## config.mk

```make
export PLATFORM = sky130hd
export DESIGN_NAME = shift_req_queue
export DESIGN_NICKNAME = d
export VERILOG_FILES = /design/src/rtl/shift_req_queue.sv
export SDC_FILE = /design/constraint.sdc
export NUM_CORES = 1
export LEC_CHECK = 0
export ABC_AREA = 0
export BUFFER_PORTS_ARGS = -buffer_cell sky130_fd_sc_hd__buf_2
export CELL_PAD_IN_SITES_DETAIL_PLACEMENT = 0
export CELL_PAD_IN_SITES_GLOBAL_PLACEMENT = 1
export CORE_MARGIN = 8
export CORE_UTILIZATION = 44
export DETAILED_ROUTE_END_ITERATION = 6
export PLACE_DENSITY_LB_ADDON = 0.1
export SLEW_MARGIN = 10
export SYNTH_ARGS = -nofsm -noshare
export SYNTH_HDL_FRONTEND = slang
export SYNTH_SLANG_ARGS = --single-unit
```

## constraint.sdc

```tcl
create_clock -name clk -period 3.1 [get_ports clk]
set_clock_uncertainty 0.15 [all_clocks]
set_input_delay 0.465 -clock clk [delete_from_list [all_inputs] [get_ports clk]]
set_output_delay 0.465 -clock clk [all_outputs]
set_load 0.005 [all_outputs]
```

## src/rtl/shift_req_queue.sv

```systemverilog
// shift_req_queue: request FIFO in front of the 32-bit right shifter, with a
// registered result stage carrying its own valid/ready handshake.
// The FIFO head feeds the external combinational shifter; the selected
// logical/arithmetic result is captured into out_data when the output stage
// is free or being drained in the same cycle.
// Optional feature macro: SHIFT_STATS_EN adds the done_cnt[15:0] port, a
// saturating count of results handed to the consumer.

module shift_req_queue #(
    parameter int DEPTH = 4
) (
    input  logic                       clk,
    input  logic                       rst,
    // request side
    input  logic                       in_valid,
    output logic                       in_ready,
    input  logic [31:0]                in_src0,
    input  logic [4:0]                 in_src1,
    input  logic                       in_arith,
    // shifter side
    output logic [31:0]                sh_src0,
    output logic [4:0]                 sh_src1,
    input  logic [31:0]                sh_res_l,
    input  logic [31:0]                sh_res_a,
    // result side
    output logic                       out_valid,
    input  logic                       out_ready,
    output logic [31:0]                out_data,
    output logic [$clog2(DEPTH):0]     count
`ifdef SHIFT_STATS_EN
    ,
    output logic [15:0]                done_cnt
`endif
);

    localparam int PTR_W   = $clog2(DEPTH);
    localparam int CNT_W   = PTR_W + 1;
    localparam int ENTRY_W = 32 + 5 + 1;

    localparam logic [CNT_W-1:0] FULL_CNT = CNT_W'(DEPTH);
    localparam logic [PTR_W-1:0] PTR_ONE  = PTR_W'(1);

    // ------------------------------------------------------------------
    // Control state
    // ------------------------------------------------------------------
    logic [PTR_W-1:0] wr_ptr_q, wr_ptr_d;
    logic [PTR_W-1:0] rd_ptr_q, rd_ptr_d;
    logic [CNT_W-1:0] count_q,  count_d;
    logic             out_valid_q, out_valid_d;
    logic [31:0]      out_data_q,  out_data_d;

    // handshake decodes
    logic             not_empty;
    logic             push;
    logic             pop;

    // entry being written and the entry at the head
    logic [ENTRY_W-1:0]              wr_entry;
    logic [DEPTH-1:0][ENTRY_W-1:0]   entry_arr;
    logic [ENTRY_W-1:0]              head_entry;
    logic [31:0]                     head_src0;
    logic [4:0]                      head_src1;
    logic                            head_arith;

    // ------------------------------------------------------------------
    // FIFO storage: one register per slot, written only when the write
    // pointer selects it. Contents need no reset; an empty FIFO never
    // exposes them because the head outputs are gated by occupancy.
    // ------------------------------------------------------------------
    generate
        for (genvar gi = 0; gi < DEPTH; gi++) begin : g_entry
            logic               wr_en;
            logic [ENTRY_W-1:0] data_q;
            logic [ENTRY_W-1:0] data_d;

            // select this slot when a push targets it
            always_comb begin
                wr_en  = push && (wr_ptr_q == PTR_W'(gi));
                data_d = wr_en ? wr_entry : data_q;
            end

            // slot register
            always_ff @(posedge clk) begin
                data_q <= data_d;
            end

            assign entry_arr[gi] = data_q;
        end
    endgenerate

    // ------------------------------------------------------------------
    // Handshakes, head decode and next-state computation
    // ------------------------------------------------------------------
    // in_ready looks only at the registered count so there is no
    // combinational path from out_ready; a full queue never accepts even
    // if it is popping in the same cycle.
    always_comb begin
        wr_entry   = {in_src0, in_src1, in_arith};

        not_empty  = (count_q != '0);
        in_ready   = (count_q != FULL_CNT);
        push       = in_valid && in_ready;
        // the entry pushed this cycle is not the head yet, so pop depends
        // only on registered occupancy
        pop        = not_empty && (!out_valid_q || out_ready);

        head_entry = entry_arr[rd_ptr_q];
        head_src0  = head_entry[ENTRY_W-1 -: 32];
        head_src1  = head_entry[5:1];
        head_arith = head_entry[0];

        sh_src0    = not_empty ? head_src0 : 32'd0;
        sh_src1    = not_empty ? head_src1 : 5'd0;

        wr_ptr_d   = push ? (wr_ptr_q + PTR_ONE) : wr_ptr_q;
        rd_ptr_d   = pop  ? (rd_ptr_q + PTR_ONE) : rd_ptr_q;

        count_d    = count_q;
        if (push && !pop) begin
            count_d = count_q + CNT_W'(1);
        end else if (pop && !push) begin
            count_d = count_q - CNT_W'(1);
        end

        out_valid_d = out_valid_q;
        out_data_d  = out_data_q;
        if (pop) begin
            out_valid_d = 1'b1;
            out_data_d  = head_arith ? sh_res_a : sh_res_l;
        end else if (out_ready) begin
            // consumed with nothing to refill; data is left as is
            out_valid_d = 1'b0;
        end
    end

    // control and output registers with synchronous reset
    always_ff @(posedge clk) begin
        if (rst) begin
            wr_ptr_q    <= '0;
            rd_ptr_q    <= '0;
            count_q     <= '0;
            out_valid_q <= 1'b0;
            out_data_q  <= 32'd0;
        end else begin
            wr_ptr_q    <= wr_ptr_d;
            rd_ptr_q    <= rd_ptr_d;
            count_q     <= count_d;
            out_valid_q <= out_valid_d;
            out_data_q  <= out_data_d;
        end
    end

    assign out_valid = out_valid_q;
    assign out_data  = out_data_q;
    assign count     = count_q;

`ifdef SHIFT_STATS_EN
    // ------------------------------------------------------------------
    // Completed-result counter, saturating at all ones
    // ------------------------------------------------------------------
    logic [15:0] done_cnt_q, done_cnt_d;

    // count each result taken by the consumer
    always_comb begin
        done_cnt_d = done_cnt_q;
        if (out_valid_q && out_ready && (done_cnt_q != 16'hFFFF)) begin
            done_cnt_d = done_cnt_q + 16'd1;
        end
    end

    // counter register
    always_ff @(posedge clk) begin
        if (rst) begin
            done_cnt_q <= 16'd0;
        end else begin
            done_cnt_q <= done_cnt_d;
        end
    end

    assign done_cnt = done_cnt_q;
`endif

endmodule

```

# Yosys cells after proc, flatten, opt, wreduce, memory -nomap -nowiden
# Index checks and enable logic that the tools add are counted.
# word_totals
ff_bits,192
inputBits,106
# classes
n_addsub,4
n_lt_le_gt_ge,1
n_eq_ne,4
muxes,9
n_reduce_logical,16
# op_table
op,n
binary-select mux 38 bit (select 2 bit),1
2-to-1 mux 32 bit,2
2-to-1 mux 38 bit,1
logical AND 1 bit,8
2-to-1 mux 3 bit,2
2-to-1 mux 5 bit,1
adder 2 x 1 -> 2 bit (second input constant),2
== test 2 bit (second input constant),2
nonzero test 2 bit,2
adder 3 x 1 -> 3 bit (second input constant),1
zero test 1 bit,3
less-than comparator 2 x 3 -> 1 bit (second input constant),1
inequality test 3 bit (second input constant),1
nonzero test 3 bit,1
subtractor 3 x 1 -> 3 bit (second input constant),1
== test 2 x 1 -> 1 bit (second input constant),1
zero test 2 bit,1
2-to-1 mux 1 bit,2
logical OR 1 bit,1

# Logic depth before layout (Yosys ltp)
# Gate-level depths: netlist of run 1.
# logic_depth
ltp_word,6
ltp_mapped,10

# Worst setup path before layout of run 1
# OpenSTA, ideal clock, no wires.
# synth_path
path_type,flip-flop to flip-flop
startpoint,register count_q[0] (netlist: count[0])
endpoint,register count_q[2] (netlist: count[2])
t_arrival_ns,2.304
required_ns,2.879
path_slack_ns,0.575
path_stages_with_launch,11
n_path_buf,1
path_cell_list,dfxtp_1 > nor3_1 > nor2_1 > clkbuf_1 > inv_1 > ha_1 > inv_1 > fa_1 > xor2_1 > or3_1 > a21oi_1
# synth_via
elab_chain_len,5
# synth_lines
element,line,rtl
"start, declared",48,"logic [CNT_W-1:0] count_q, count_d;"
"start signal, assigned",147,count_q <= count_d;
"parallel branches: the longest is 5 deep, another holds subtractor 3 x 1 -> 3 bit",n/a,
# Parallel ways; which one is timed is not known. The select of a mux whose other input is x is not followed.
# A chain may end at the register's enable or synchronous reset.

# Worst setup path after layout of run 1
# layout_path
startpoint,register rd_ptr_q[1]
endpoint,output port sh_src0[14]
# layout_via
elab_chain_len,3
# layout_lines
element,line,rtl
"start, declared",47,"logic [PTR_W-1:0] rd_ptr_q, rd_ptr_d;"
"start signal, assigned",146,rd_ptr_q <= rd_ptr_d;
binary-select mux 38 bit (select 2 bit),107,head_entry = entry_arr[rd_ptr_q];
2-to-1 mux 38 bit (not written as such),107,
2-to-1 mux 32 bit,112,sh_src0 = not_empty ? head_src0 : 32'd0;
"end, declared",21,"output logic [31:0] sh_src0,"
# No other way between the ends. The select of a mux whose other input is x is not followed.

==> results.json, run 1 <==
{
  "syn_to_final_growth_pct": 22.9,
  "io_pins": 180,
  "grtUsageTotal_pct": 16.3,
  "synth_edf_count": 152,
  "slew_violations": 0,
  "dp_hpwl_mm": 11.3,
  "whs_ns": 0.0987,
  "totalWireLength_mm": 17.4,
  "max_cap_viol_count": 0,
  "yosysUniqueCellTypes": 27,
  "finalNetCount": 729,
  "p_int_w": 0.00584,
  "synth_ff_type": "edfxtp_1",
  "final_util_pct": 54.8,
  "rsz0062_at_grt": "false",
  "wire_per_inst_um": 20.3,
  "grt_pass1_vias": 4896,
  "crit_type": "flip-flop to primary output",
  "seqPwrFrac_pct": 41.1,
  "p_clk_share_pct": 27.7,
  "status": "finished clean",
  "row_count": 48,
  "htreeDepth": 4,
  "hold_viol_final": 0,
  "fp.dieH_um": 148,
  "finalSetupViolCount": 0,
  "grt_max_degree": 50,
  "clock_sinks": 192,
  "drive_gt1_share_pct": 42.1,
  "synth_top_area_share_pct": 59.8,
  "first_pass_iters": 4,
  "vias_per_cell": 5.30,
  "p_leak_nw": 3.57,
  "yosysMostFrequentCell": "edfxtp_1",
  "fin_setup_tns_ns": 0,
  "synth_top_area_cell": "edfxtp_1",
  "die_w_um": 148,
  "synthTopCellsByArea": "edfxtp_1, mux4_2, dfxtp_1, mux2i_1, a211oi_1",
  "cts_buffer_depth": 2,
  "overflow": 0,
  "async_flop_share_pct": 0,
  "drt_iter0_drc": 245,
  "drtAntennaViolNets": 0,
  "place_congestion": 0.709,
  "synth_cells": 439,
  "cts_root_buffer": "clkbuf_16",
  "antenna_found_initial": 2,
  "clk_latency_ns": 0.43,
  "combPwrFrac_pct": 31.2,
  "fp.dieArea_sq_mm": 0.0218,
  "grt_pass1_wl_mm": 27.1,
  "num_vias": 4541,
  "ir_drop_uv": 438,
  "critPathLaunchType": "flip-flop",
  "p_sw_share_pct": 30.3,
  "fmax_mhz": 352,
  "p_switching_w": 0.00253,
  "io_buffers": 179,
  "crit_required_ns": 2.48,
  "post_cts_resized": 0,
  "worst_setup_path_end_kind": "primary output",
  "ys_ff_latch": 192,
  "cts_tree": "done",
  "start_util_pct": 44.6,
  "netlist_area_sq_mm": 0.00763,
  "layout_min_cycle_time_ns": 2.84,
  "synth.avg_cell_area_sq_um": 17.4,
  "synth_nets": 551,
  "post_cts_buffers": 0,
  "hold_buffers": 0,
  "cp.arrival_ns": 2.23,
  "numCtsBuffers": 17,
  "period_share_pct": 91.7,
  "hp-class": "primary input to flip-flop",
  "ys_seq_area_share_pct": 70.3,
  "max_slew_margin_pct": 29.4,
  "cp_max_fo": 24,
  "ys_warn_count": 0,
  "core_area_sq_mm": 0.0171,
  "yosys-top-cells-count": "edfxtp_1, dfxtp_1, a21oi_1, mux4_2, and2_1",
  "p_per_area_mw_per_mm2": 893,
  "max_slew.worst_pin.slew_ns": 1.06,
  "drc": 0,
  "clkTransAtPathRegs_ns": 0.07
}
[critical path, cell delays in order (launching register included)]
cell	delay, ns
dfxtp_2	0.74
buf_4	0.39
mux4_2	0.36
and2_1	0.17
buf_2	0.12
[cells in the final DEF (no fill, tap or decap), drive strengths merged]
cell type and instances:
xor2 2, or3 2, mux2i 33, or4 1, nand3 3, and2 37
nor2b 1, o31ai 1, a211oi 32, nor2 4, mux4 38, a21oi 38
inv 12, nand2b 1, nor3 1, bufinv 4, clkbuf 17, nor3b 1
fa 1, diode 2, ha 5, and3 4, edfxtp 152, clkinv 5
o21ai 4, clkinvlp 1, buf 190, dfxtp 40
[flip-flops by register name, summed over array words and instances (netlist names)]
| name | cells |
|---|---|
| g_entry.data_q | 152 |
| out_data | 32 |
| count | 3 |
| rd_ptr_q | 2 |
| wr_ptr_q | 2 |
| out_valid | 1 |
[stage by stage]
step | cell area, sq um | total power, W | cells | setup slack, ns
final | 9380 | 0.00837 | 857 | 0.258
after global routing | 9370 | 0.00884 | 856 | 0.132
after CTS | 9370 | 0.00849 | 855 | 0.216
after detailed placement | 8740 | 0.00618 | 823 | 0.557
after global placement | 8740 | 0.00612 | 823 | 0.581
after floorplan | 7630 | 0.00515 | 439 | 0.575
[path summary, 6_finish.rpt]
kind	from	end	slack (ns)	cells after the start
max reg2reg	rd_ptr_q[1]	out_data[28]	0.53	3
min reg2reg	out_data[9]	out_data[9]	0.37	2
min	in_src0[9]	g_entry[2].data_q[15]	0.1	1
max	rd_ptr_q[1]	sh_src0[14]	0.26	4
[per-layer routing]
layer  GRT usage, %  part of all wire (%)
met1           19.0                    41
met2           27.8                    52
met3           4.89                   5.4
met4           6.12                   1.7
met5              0                 0.069
[kinds of logic (layout without fill, tap and decap cells)]
| logic type | after synthesis | in the layout | synth area share [%] |
|---|---|---|---|
| other | 0 | 2 | 0 |
| AO/OA/AOI/OAI | 75 | 75 | 6.00 |
| AND/OR/NAND/NOR | 55 | 55 | 4.35 |
| adder cells (fa/ha/maj) | 6 | 6 | 1.08 |
| flip-flops | 192 | 192 | 70.3 |
| XOR/XNOR | 2 | 2 | 0.230 |
| buffers and inverters | 38 | 229 | 2.46 |
| multiplexers | 71 | 71 | 15.5 |
[power by group through the flow]
| stage | sequential (W) | combinational [W] | clock (W) |
|---|---|---|---|
| 3_5_place_dp | 0.00351 | 0.00267 | 0 |
| 3_3_place_gp | 0.00349 | 0.00263 | 0 |
| 2_1_floorplan | 0.00340 | 0.00176 | 0 |
| 6_report | 0.00344 | 0.00261 | 0.00232 |
| 5_1_grt | 0.00350 | 0.00289 | 0.00245 |
| 4_1_cts | 0.00345 | 0.00268 | 0.00236 |
[cell type report]
cell class | instances | area (sq um)
clock inverter | 15 | 205
fill | 1416 | 7740
inverter | 7 | 26.3
multi-input combinational | 209 | 2080
antenna | 2 | 5.00
clock buffer | 17 | 425
tap | 225 | 282
sequential | 192 | 5370
timing repair buffer | 190 | 978
No activity file was read; power rests on OpenSTA's default activity.
==> run 2, diff against run 1 <==
==> constraint.sdc (replaced) <==
create_clock -name clk -period 2.7 [get_ports clk]
set_clock_uncertainty 0.15 [all_clocks]
set_input_delay 0.135 -clock clk [delete_from_list [all_inputs] [get_ports clk]]
set_output_delay 0.135 -clock clk [all_outputs]
set_load 0.005 [all_outputs]
==> run 2 against run 1 <==
Final area grew 12%. Total power grew 19%. Critical path depth is the same. Largest cell class unchanged. Via count grew 7.4%. Sequential power grew 12%.
==> results.json, run 2 (synthesis gave the netlist of run 1 again) <==
{
  "mostFrequentLayoutCells": "buf_2, edfxtp_1, dlygate4sd3_1",
  "clock_sinks": 192,
  "grtUsageTotal_pct": 16.7,
  "io_buffers": 179,
  "critPathBufInv": 1,
  "fin_setup_tns_ns": 0,
  "fmax_mhz": 379,
  "hp-class": "primary input to flip-flop",
  "final_area_sq_mm": 0.0105,
  "fp.dieArea_sq_mm": 0.0218,
  "syn_to_final_growth_pct": 37.5,
  "grt_pass1_wl_mm": 28.1,
  "p_per_area_mw_per_mm2": 948,
  "top_register": "g_entry.data_q",
  "cts_tree": "done",
  "clk_latency_ns": 0.41,
  "period_share_pct": 97.6,
  "die_w_um": 148,
  "slew_violations": 0,
  "hold_viol_final": 0,
  "max_slew.worst_pin.slew_ns": 0.792,
  "dp_hpwl_mm": 10.6,
  "cts_root_buffer": "clkbuf_16",
  "first_pass_iters": 4,
  "crit_type": "flip-flop to flip-flop",
  "final_common_cell": "buf_2",
  "status": "finished clean",
  "crit_required_ns": 2.86,
  "cp_max_fo": 16,
  "cts_buffer_depth": 2,
  "wire_per_inst_um": 18.9,
  "num_vias": 4877,
  "antenna_cells": 0,
  "layout_min_cycle_time_ns": 2.64,
  "largest_reg_flops": 152,
  "cp_slowest_cell": "mux4_4",
  "vias_per_cell": 5.09,
  "path_cells": "mux4_4 > mux2i_1 > dlygate4sd3_1 > a211oi_1",
  "antenna_found_initial": 0,
  "totalWireLength_mm": 18.1,
  "clkTransAtPathRegs_ns": 0.07,
  "cp_top_family": "multiplexers",
  "start_util_pct": 44.6,
  "finalSetupViolCount": 0,
  "fp.dieH_um": 148,
  "p_leak_nw": 4.03,
  "row_count": 48,
  "cp.arrival_ns": 2.80,
  "max_slew_margin_pct": 47.2,
  "drt_iter0_drc": 191,
  "slowest_delay_ns": 0.85,
  "ir_drop_uv": 539,
  "worst_setup_path_end_kind": "flip-flop",
  "htreeDepth": 4,
  "drive_gt1_share_pct": 36.2,
  "max_cap_viol_count": 0,
  "place_congestion": 0.691,
  "grt_max_degree": 41,
  "numCtsBuffers": 17,
  "drtAntennaViolNets": 0,
  "grt_pass1_vias": 5328,
  "post_cts_buffers": 0,
  "regToRegSetupSlack_ns": 0.06,
  "critPathLaunchType": "flip-flop",
  "core_area_sq_mm": 0.0171,
  "rsz0062_at_grt": "false",
  "overflow": 0,
  "drc": 0,
  "io_pins": 180,
  "place_area_sq_mm": 0.00880,
  "finalNetCount": 833
}
run 2: timing repair:
action / 4_1_cts / 5_1_grt
hold endpoints to repair: 188 / 0
setup endpoints to repair: 0 / 31
hold buffers: 104 / 0
gates resized for setup: 0 / 1
run 2: worst paths after layout:
| check | start | to | cells past startpoint |
|---|---|---|---|
| setup / recovery | g_entry[0].data_q[0] | out_data[31] | 4 |
| hold / removal | rst | count[1] | 2 |
| setup reg to reg | g_entry[0].data_q[0] | out_data[31] | 4 |
| hold reg to reg | out_data[21] | out_data[21] | 2 |
run 2: power breakdown:
part / internal (W) / switching (W) / total (W)
registers: 0.00365 / 0.000188 / 0.00384
logic: 0.00176 / 0.00171 / 0.00347
clock network: 0.00157 / 0.00107 / 0.00263
total: 0.00698 / 0.00296 / 0.00994
run 2: per-layer routing:
layer / share of wire (%) / up-vias / global-route usage, %
li1: - / 2303 / -
met1: 41 / 2423 / 19.2
met2: 52 / 122 / 29.3
met3: 4.2 / 29 / 4.34
met4: 2.2 / 0 / 6.48
met5: 0 / - / 0
run 2: cell type report:
type                            count  area [sq um]
Timing Repair Buffer              293          2070
Sequential cell                   192          5370
Fill cell                        1310          6630
Tap cell                          225           282
Clock inverter                     15           204
Inverter                            7          26.3
Clock buffer                       17           425
Multi-Input combinational cell    210          2110
run 2: worst register-to-register path: cells and delay by family (launching register included):
kind	cells	cell delay [ns]
mux	2	1.05
flops	1	0.44
compound gates	1	0.30
buf+inv	1	0.59
run 2: per-stage QoR:
step / hold slack, ns / total power (W) / instances / utilization (%) / worst slack, ns
2_1_floorplan: 0.0839 / 0.00592 / 439 / - / 0.175
3_3_place_gp: 0.195 / 0.00705 / 822 / 51.4 / 0.355
3_5_place_dp: 0.202 / 0.00711 / 822 / 51.4 / 0.241
4_1_cts: 0.105 / 0.0100 / 958 / 61.1 / 0.0430
5_1_grt: 0.162 / 0.0105 / 959 / 61.3 / 0.0211
6_report: 0.139 / 0.00994 / 959 / 61.3 / 0.0646
==> run 3, diff against run 2 <==
--- a/config.mk
+++ b/config.mk
@@ -7,12 +7,14 @@
 export LEC_CHECK = 0
 export ABC_AREA = 0
 export BUFFER_PORTS_ARGS = -buffer_cell sky130_fd_sc_hd__buf_2
+export CAP_MARGIN = 10
 export CELL_PAD_IN_SITES_DETAIL_PLACEMENT = 0
 export CELL_PAD_IN_SITES_GLOBAL_PLACEMENT = 1
 export CORE_MARGIN = 8
 export CORE_UTILIZATION = 44
 export DETAILED_ROUTE_END_ITERATION = 6
 export PLACE_DENSITY_LB_ADDON = 0.1
+export RECOVER_POWER = 50
 export SLEW_MARGIN = 10
 export SYNTH_ARGS = -nofsm -noshare
 export SYNTH_HDL_FRONTEND = slang
==> run 3 against run 2 <==
Critical path depth is the same. Global-route usage is the same. Count of clock-buffer cells in the layout is the same. Combinational power shrank 2%. Via count is essentially flat. Flip-flop and latch count is the same. Final area shrank 1.2%. Non-clock buffer count is the same. Sequential power is essentially flat. Setup slack lost 0.0076 ns. Largest cell class unchanged. Maximum frequency shrank 0.29%. Cell count is the same.
==> results.json, run 3 (synthesis gave the netlist of run 1 again) <==
{
  "status": "finished clean",
  "fin_cells": 959,
  "nFillCells": 1347,
  "dp_hpwl_mm": 10.6,
  "drt_iter0_drc": 218,
  "core_area_sq_mm": 0.0171,
  "worst_setup_path_end_kind": "flip-flop",
  "drtAntennaViolNets": 0,
  "use_met1_pct": 19.2,
  "p_leak_nw": 3.79,
  "clk_latency_ns": 0.41,
  "crit_required_ns": 2.86,
  "wire_per_inst_um": 19.0,
  "clock_sinks": 192,
  "max_slew_margin_pct": 46.7,
  "max_cap_viol_count": 0,
  "start_util_pct": 44.6,
  "largest_reg_flops": 152,
  "mostFrequentLayoutCells": "edfxtp_1, buf_2, dlygate4sd3_1",
  "antenna_cells": 0,
  "grt_max_degree": 41,
  "clkTransAtPathRegs_ns": 0.07,
  "max_slew.worst_pin.slew_ns": 0.799,
  "critPathLaunchType": "flip-flop",
  "grt_pass1_wl_mm": 28.1,
  "rsz0062_at_grt": "false",
  "regArea_sq_mm": 0.00537,
  "crit_end": "out_data[31]",
  "grtUsageTotal_pct": 16.7,
  "drc": 0,
  "drive_gt1_share_pct": 26.7,
  "antenna_found_initial": 0,
  "fin_setup_tns_ns": 0,
  "post_cts_buffers": 0,
  "finalSetupViolCount": 0,
  "worstRegToRegCells": 4,
  "r2r_end": "out_data[31]",
  "grtUsageMet2_pct": 29.3,
  "overflow": 0,
  "path_cells": "mux4_4 > mux2i_1 > dlygate4sd3_1 > a211oi_1",
  "crit_type": "flip-flop to flip-flop",
  "r2r-start": "g_entry[0].data_q[0]",
  "cts_root_buffer": "clkbuf_16",
  "final_common_cell": "edfxtp_1",
  "cts_tree": "done",
  "io_buffers": 179,
  "vias_per_cell": 5.08,
  "p_per_area_mw_per_mm2": 953,
  "cts_buffer_depth": 2,
  "multi_input_area_sq_mm": 0.00211,
  "regToRegSetupSlack_ns": 0.06,
  "htreeDepth": 4,
  "slowest_delay_ns": 0.85,
  "io_pins": 180,
  "layout_min_cycle_time_ns": 2.64,
  "whs_ns": 0.140,
  "placed_cells": 822,
  "slew_violations": 0,
  "grt_pass1_vias": 5328,
  "busiest_layer": "met2",
  "cp_max_fo": 16,
  "numCtsBuffers": 17,
  "fp.dieH_um": 148,
  "totalWireLength_mm": 18.2,
  "place_congestion": 0.691,
  "crit_start": "g_entry[0].data_q[0]",
  "syn_to_final_growth_pct": 35.9,
  "hold_depth": 2,
  "finalNetCount": 833,
  "die_w_um": 148,
  "hp-class": "primary input to flip-flop",
  "row_count": 48,
  "first_pass_iters": 4,
  "fp.dieArea_sq_mm": 0.0218,
  "hold_viol_final": 0,
  "ir_drop_uv": 533,
  "fmax_mhz": 378,
  "gr-usage-met3_pct": 4.34,
  "period_share_pct": 97.9,
  "top_register": "g_entry.data_q",
  "num_vias": 4874,
  "cp.arrival_ns": 2.81,
  "cp_slowest_cell": "mux4_4"
}
-- run 3: routing by layer --
metal | vias to the layer above | wire [um]
met4 | 0 | 425
met1 | 2426 | 7490
li1 | 2299 | -
met3 | 30 | 780
met5 | - | 0
met2 | 119 | 9490
-- run 3: cell type report --
class | count | share of cell area (%)
Tap cell | 225 | 2.72
Multi-Input combinational cell | 210 | 20.4
Clock buffer | 17 | 4.10
Inverter | 7 | 0.254
Sequential cell | 192 | 51.8
Timing Repair Buffer | 293 | 18.8
Clock inverter | 15 | 1.97
-- run 3: through the flow --
stage | setup WS (ns) | area (sq um) | util [%] | total power, W
CTS | 0.0430 | 10500 | 61.1 | 0.0100
finish | 0.0569 | 10400 | 60.5 | 0.00988
detailed placement | 0.241 | 8800 | 51.4 | 0.00711
floorplan | 0.175 | 7630 | - | 0.00592
global placement | 0.355 | 8800 | 51.4 | 0.00705
global route | 0.0211 | 10400 | 60.5 | 0.0104
-- run 3: worst max-delay path: cells and delay by family (launching register included) --
kind | cells | cell delay, ns
flops | 1 | 0.44
buf+inv | 1 | 0.59
mux | 2 | 1.04
compound gates | 1 | 0.30
-- run 3: worst min path at each step --
stage,start,to,slack (ns)
after floorplan,in_arith,g_entry[0].data_q[0],0.08
after global placement,in_src1[3],g_entry[0].data_q[4],0.19
after detailed placement,in_src0[18],g_entry[1].data_q[24],0.20
after CTS,rst,count[1],0.10
after global routing,rst,count[1],0.16
final,rst,count[0],0.14
-- run 3: timing repair --
item                       in CTS  in global routing
hold endpoints to repair      188                  0
setup endpoints to repair       0                 31
hold buffers                  104                  0
resized for setup               0                  1
-- run 3: power by group --
group          internal (W)  leakage [nW]  switching, W  total (W)
Combinational       0.00168          1.76       0.00171    0.00339
Sequential          0.00365          1.73      0.000194    0.00385
Clock               0.00157         0.304       0.00107    0.00264
Total               0.00690          3.79       0.00298    0.00988
